### src/rtl/booth_mult_seq_pkg.sv
// Shared constants and encodings for the sequential radix-4 Booth multiplier.
package booth_mult_seq_pkg;

    localparam int WIDTH = 32;
    localparam int ITERS = WIDTH / 2;
    localparam int AW    = WIDTH + 2;        // accumulator width incl. guard bits
    localparam int PW    = 2 * WIDTH + 3;    // {guard[1:0], upper, lower, booth_bit}

    typedef enum logic [1:0] {
        IDLE = 2'b00,
        RUN  = 2'b01,
        DONE = 2'b10
    } state_e;

    // Select bits are {zero, negate, double}
    typedef enum logic [2:0] {
        PM   = 3'b000,
        P2M  = 3'b001,
        NM   = 3'b010,
        N2M  = 3'b011,
        ZERO = 3'b100
    } booth_sel_e;

endpackage

### src/rtl/booth_mult_seq_booth_recoder.sv
// Radix-4 Booth recoder: maps a 3-bit multiplier window to a {zero, negate, double} select.
module booth_recoder
    import booth_mult_seq_pkg::*;
(
    input  logic [2:0] window_i,
    output logic [2:0] sel_o
);

    // Window-to-select decode
    always_comb begin
        sel_o = ZERO;
        case (window_i)
            3'b000, 3'b111: sel_o = ZERO;
            3'b001, 3'b010: sel_o = PM;
            3'b011:         sel_o = P2M;
            3'b100:         sel_o = N2M;
            3'b101, 3'b110: sel_o = NM;
            default:        sel_o = ZERO;
        endcase
    end

endmodule

### src/rtl/booth_mult_seq.sv
// Iterative signed 32x32 radix-4 Booth multiplier; 16 iterations then a one-cycle ready pulse.
module booth_mult_seq
    import booth_mult_seq_pkg::*;
(
    input  logic                 clock,
    input  logic                 reset_n,
    input  logic                 ctrl_MULT,
    input  logic [WIDTH-1:0]     data_operandA,
    input  logic [WIDTH-1:0]     data_operandB,
    output logic [WIDTH-1:0]     A_q,
    output logic [WIDTH-1:0]     B_q,
    output logic [2*WIDTH:0]     partial_product_out,
    output logic [WIDTH-1:0]     data_result,
    output logic                 data_resultRDY,
    output logic                 busy
);

    state_e              state_q, state_d;
    logic [3:0]          count_q, count_d;
    logic [PW-1:0]       prod_q, prod_d;
    logic [WIDTH-1:0]    mcand_q, mcand_d;
    logic [WIDTH-1:0]    mplier_q, mplier_d;

    logic [2:0]          sel_s;
    logic [AW-1:0]       m_s;
    logic [AW-1:0]       mag_s;
    logic [AW-1:0]       addend_s;
    logic [AW-1:0]       sum_s;
    logic [PW-1:0]       shifted_s;
    logic                start_s;

    booth_recoder u_recoder (
        .window_i (prod_q[2:0]),
        .sel_o    (sel_s)
    );

    // Booth addend selection, accumulate into the upper field, arithmetic shift by two
    always_comb begin
        m_s = {{2{mcand_q[WIDTH-1]}}, mcand_q};
        if (sel_s[0]) begin
            mag_s = {m_s[AW-2:0], 1'b0};
        end else begin
            mag_s = m_s;
        end
        if (sel_s[2]) begin
            addend_s = {AW{1'b0}};
        end else if (sel_s[1]) begin
            addend_s = ~mag_s + {{(AW-1){1'b0}}, 1'b1};
        end else begin
            addend_s = mag_s;
        end
        sum_s     = prod_q[PW-1:WIDTH+1] + addend_s;
        shifted_s = {{2{sum_s[AW-1]}}, sum_s, prod_q[WIDTH:2]};
    end

    assign start_s = ctrl_MULT;

    // Next-state and datapath register update
    always_comb begin
        state_d  = state_q;
        count_d  = count_q;
        prod_d   = prod_q;
        mcand_d  = mcand_q;
        mplier_d = mplier_q;
        case (state_q)
            IDLE, DONE: begin
                if (start_s) begin
                    mcand_d  = data_operandA;
                    mplier_d = data_operandB;
                    prod_d   = {34'b0, data_operandB, 1'b0};
                    count_d  = 4'd0;
                    state_d  = RUN;
                end else begin
                    state_d  = IDLE;
                end
            end
            RUN: begin
                prod_d  = shifted_s;
                count_d = count_q + 4'd1;
                if (count_q == 4'(ITERS - 1)) begin
                    state_d = DONE;
                end else begin
                    state_d = RUN;
                end
            end
            default: begin
                state_d = IDLE;
            end
        endcase
    end

    // State and datapath registers
    always_ff @(posedge clock or negedge reset_n) begin
        if (!reset_n) begin
            state_q  <= IDLE;
            count_q  <= 4'd0;
            prod_q   <= {PW{1'b0}};
            mcand_q  <= {WIDTH{1'b0}};
            mplier_q <= {WIDTH{1'b0}};
        end else begin
            state_q  <= state_d;
            count_q  <= count_d;
            prod_q   <= prod_d;
            mcand_q  <= mcand_d;
            mplier_q <= mplier_d;
        end
    end

    assign A_q                 = mcand_q;
    assign B_q                 = mplier_q;
    assign partial_product_out = prod_q[2*WIDTH:0];
    assign data_result         = prod_q[WIDTH:1];
    assign data_resultRDY      = (state_q == DONE);
    assign busy                = (state_q == RUN);

endmodule

### config.mk
export PLATFORM = sky130hd
export DESIGN_NAME = booth_mult_seq
export DESIGN_NICKNAME = d
export VERILOG_FILES = /design/src/rtl/booth_mult_seq_pkg.sv /design/src/rtl/booth_mult_seq_booth_recoder.sv /design/src/rtl/booth_mult_seq.sv
export SDC_FILE = /design/constraint.sdc
export NUM_CORES = 1
export LEC_CHECK = 0
export BUFFER_PORTS_ARGS = -buffer_cell sky130_fd_sc_hd__buf_2
export CAP_MARGIN = 20
export CORE_UTILIZATION = 30
export CTS_CLUSTER_DIAMETER = 100
export DETAILED_ROUTE_END_ITERATION = 7
export GPL_TIMING_DRIVEN = 0
export MAX_ROUTING_LAYER = met4
export PLACE_DENSITY = 0.49
export SYNTH_ARGS = -nofsm -noshare
export SYNTH_HDL_FRONTEND = slang
export SYNTH_HIERARCHICAL = 1
export SYNTH_SLANG_ARGS = --single-unit
### constraint.sdc
create_clock -name clock -period 9.13 [get_ports clock]
set_input_delay 0.913 -clock clock [delete_from_list [all_inputs] [get_ports clock]]
set_output_delay 0.913 -clock clock [all_outputs]
set_load 0.05 [all_outputs]
==> flow_summary.ini <==
[outcome]
outcome = finished clean

[clock_network]
clock_latency_ns = 0.44
h-tree-depth = 4
cts.sinks = 135
cts-root-buf = clkbuf_16
cts_max_path_buffers = 2
clk_pin_slew_worst_paths_ns = 0.07
cts_made_buffers = 17
cts_hold_buf = 0
cts_tree = done

[worst_setup_path]
endpoint_kind = flop
critical_path_required_ns = 9.48
crit_type = flop to flop
cp_max_fo = 10
cp-start-kind = flop
cp.arrival_ns = 8.91
reg2regPathDepth = 22

[logic_synthesis]
yosysWarningCount = 6
synth-edff-count = 0
synth.avg_cell_area_um2 = 7.93
postSynth.asyncResetShare = 1.00
ys_ff_latch = 135
syn_inst = 1119
seq_area_frac_synth = 0.381
synthFlopType = dfrtp_1
synthesis.area_mm2 = 0.00887
syn_nets = 1222
yosysUniqueCellTypes = 66

[die]
die_w_um = 174
ios = 230
rows = 62
dieHeight_um = 174
start_util = 0.307
core-area_mm2 = 0.0289
die_area_mm2 = 0.0303

[grt]
antenna_found_initial = 7
grt_pass1_vias = 8433
grt-ovfl-total = 0
grt_max_degree = 87
grt_pass1_wl_um = 49100
grt_usage = 0.216

[flow_run]
max_cap_violations = 0

[place]
gp_congestion = 0.921
dpl.hpwl_um = 23800
port-buffer-count = 229
pre_cts_slack_ns = 0.596

[sta]
rsz0062_at_grt = false
post-route-period-util = 0.938
worstMarginPinSlew_ns = 1.07
relSlewSlack = 0.271
fin_skew_ns = 0.0174
finalCriticalPeriod_ns = 8.56
timing_hold_violations_final = 0
fmax_mhz = 117
setup_viol = 0
setup_tns_ns = 0
report.final.slew_viol_count = 0
setup_slack_ns = 0.567

[route]
vias = 8809
ant_nets = 0
wirelength_um = 31300
vias_per_cell = 4.97
highest_layer = met4
met1_length_um = 14500
drtIter0Drc = 462
wl_met2_um = 14500
drt_pass1_iterations = 5
drc_errors = 0
detail_route.wl_per_cell_um = 17.7
route.met3.wl_um = 1830

[layout]
layout_commonest_cell = nand2_1
area_growth_pct = 25.8
final_cell_mix = nand2_1, buf_2, dfrtp_1
final_nets = 1472
drive_above_1_share = 0.229

[min_path]
min_path_type = primary input to async pin
through the flow:
step / cells / util / hold WS (ns) / instance area [um^2]
floorplan: 1119 / - / 0.449 / 8870
global placement: 1732 / 0.363 / 0.455 / 10500
detailed placement: 1733 / 0.364 / 0.457 / 10500
CTS: 1765 / 0.385 / 0.419 / 11100
global route: 1773 / 0.386 / 0.436 / 11200
finish: 1774 / 0.386 / 0.407 / 11200
cell type report:
class                   instances  area, um^2
fillers                      3098       17800
flip-flops and latches        135        3380
plain buffers                 100         505
inverters                      13        48.8
well taps                     384         480
repair buffers                231        1190
clock inverters                14         158
diodes                          8        20.0
clock buffers                  18         439
multi-input cells             871        4940
kinds of logic (layout without fill, tap and decap cells):
kind of cell | count (synthesis) | after routing | share of synthesized area
and+or+nand+nor | 514 | 514 | 0.251
AOI/OAI and AO/OA | 263 | 263 | 0.195
adders and majority gates | 36 | 36 | 0.0516
DFF | 135 | 135 | 0.381
muxes | 9 | 9 | 0.0102
buffers and inverters | 113 | 376 | 0.0623
other | 0 | 8 | 0
xor gates and xnor gates | 49 | 49 | 0.0484
cells in the mapped netlist (7+ instances only):
| master | n | area share |
|---|---|---|
| nor4_1 | 9 | 0.0063 |
| nor2b_1 | 19 | 0.013 |
| nand3_1 | 22 | 0.012 |
| dfrtp_1 | 135 | 0.38 |
| a21oi_1 | 60 | 0.034 |
| a22oi_1 | 32 | 0.027 |
| xnor2_1 | 30 | 0.030 |
| buf_1 | 14 | 0.0059 |
| nand4_1 | 7 | 0.0049 |
| or2_2 | 8 | 0.0056 |
| o21ai_0 | 62 | 0.035 |
| xor2_1 | 19 | 0.019 |
| ha_1 | 35 | 0.049 |
| nor2_1 | 71 | 0.030 |
| a211oi_1 | 7 | 0.0059 |
| buf_4 | 32 | 0.027 |
| a22o_1 | 7 | 0.0069 |
| and3_1 | 8 | 0.0056 |
| clkbuf_1 | 52 | 0.022 |
| inv_1 | 13 | 0.0055 |
| a2111oi_0 | 11 | 0.011 |
| a21o_1 | 26 | 0.022 |
| nand2_1 | 327 | 0.14 |
| nor3_1 | 16 | 0.0090 |
| mux2i_1 | 9 | 0.010 |
metal layers:
metal	vias to the layer above	track usage
li1	4379	-
met1	4128	0.283
met2	277	0.341
met3	25	0.0418
met4	0	0.0545
met5	-	-
worst max-delay path, stage by stage, from the launching register on:
cell       delay (ns)
dfrtp_1          0.44
or2_1            0.27
mux2i_1          0.57
clkbuf_1         0.51
buf_1            0.52
clkbuf_2         0.45
mux2i_1          0.30
ha_1             0.20
nand2b_1         0.09
nor4b_2          0.54
nand4_1          0.34
nor4b_1          0.61
o21ai_0          0.22
a2111oi_0        0.80
ha_1             0.37
clkbuf_1         0.19
nand2_1          0.16
o21ai_0          0.15
a2111oi_1        0.73
nor4_1           0.18
or4_4            0.53
and2_4           0.17
o211ai_2         0.14
registers in the layout (all words and copies together) (netlist names):
| register | count |
|---|---|
| A_q | 32 |
| B_q | 32 |
| count_q | 4 |
| prod_q | 65 |
| state_q | 2 |
path summary, 6_finish.rpt:
kind	startpoint	to	slack, ns
hold reg to reg	B_q[30]	B_q[30]	0.47
setup reg to reg	prod_q[1]	prod_q[65]	0.57
setup / recovery	prod_q[1]	prod_q[65]	0.57
min in group clock	B_q[30]	B_q[30]	0.47
max in group asynchronous	reset_n	prod_q[65]	7.91
hold / removal	reset_n	B_q[25]	0.41
repair_timing:
item,4_1_cts,5_1_grt
endpoints found under the setup margin,0,1
buffers inserted,0,0
gates resized for setup,0,1
Power is not shown: default switching activity piles up to over one toggle a cycle in this logic, so the estimate is an artifact.
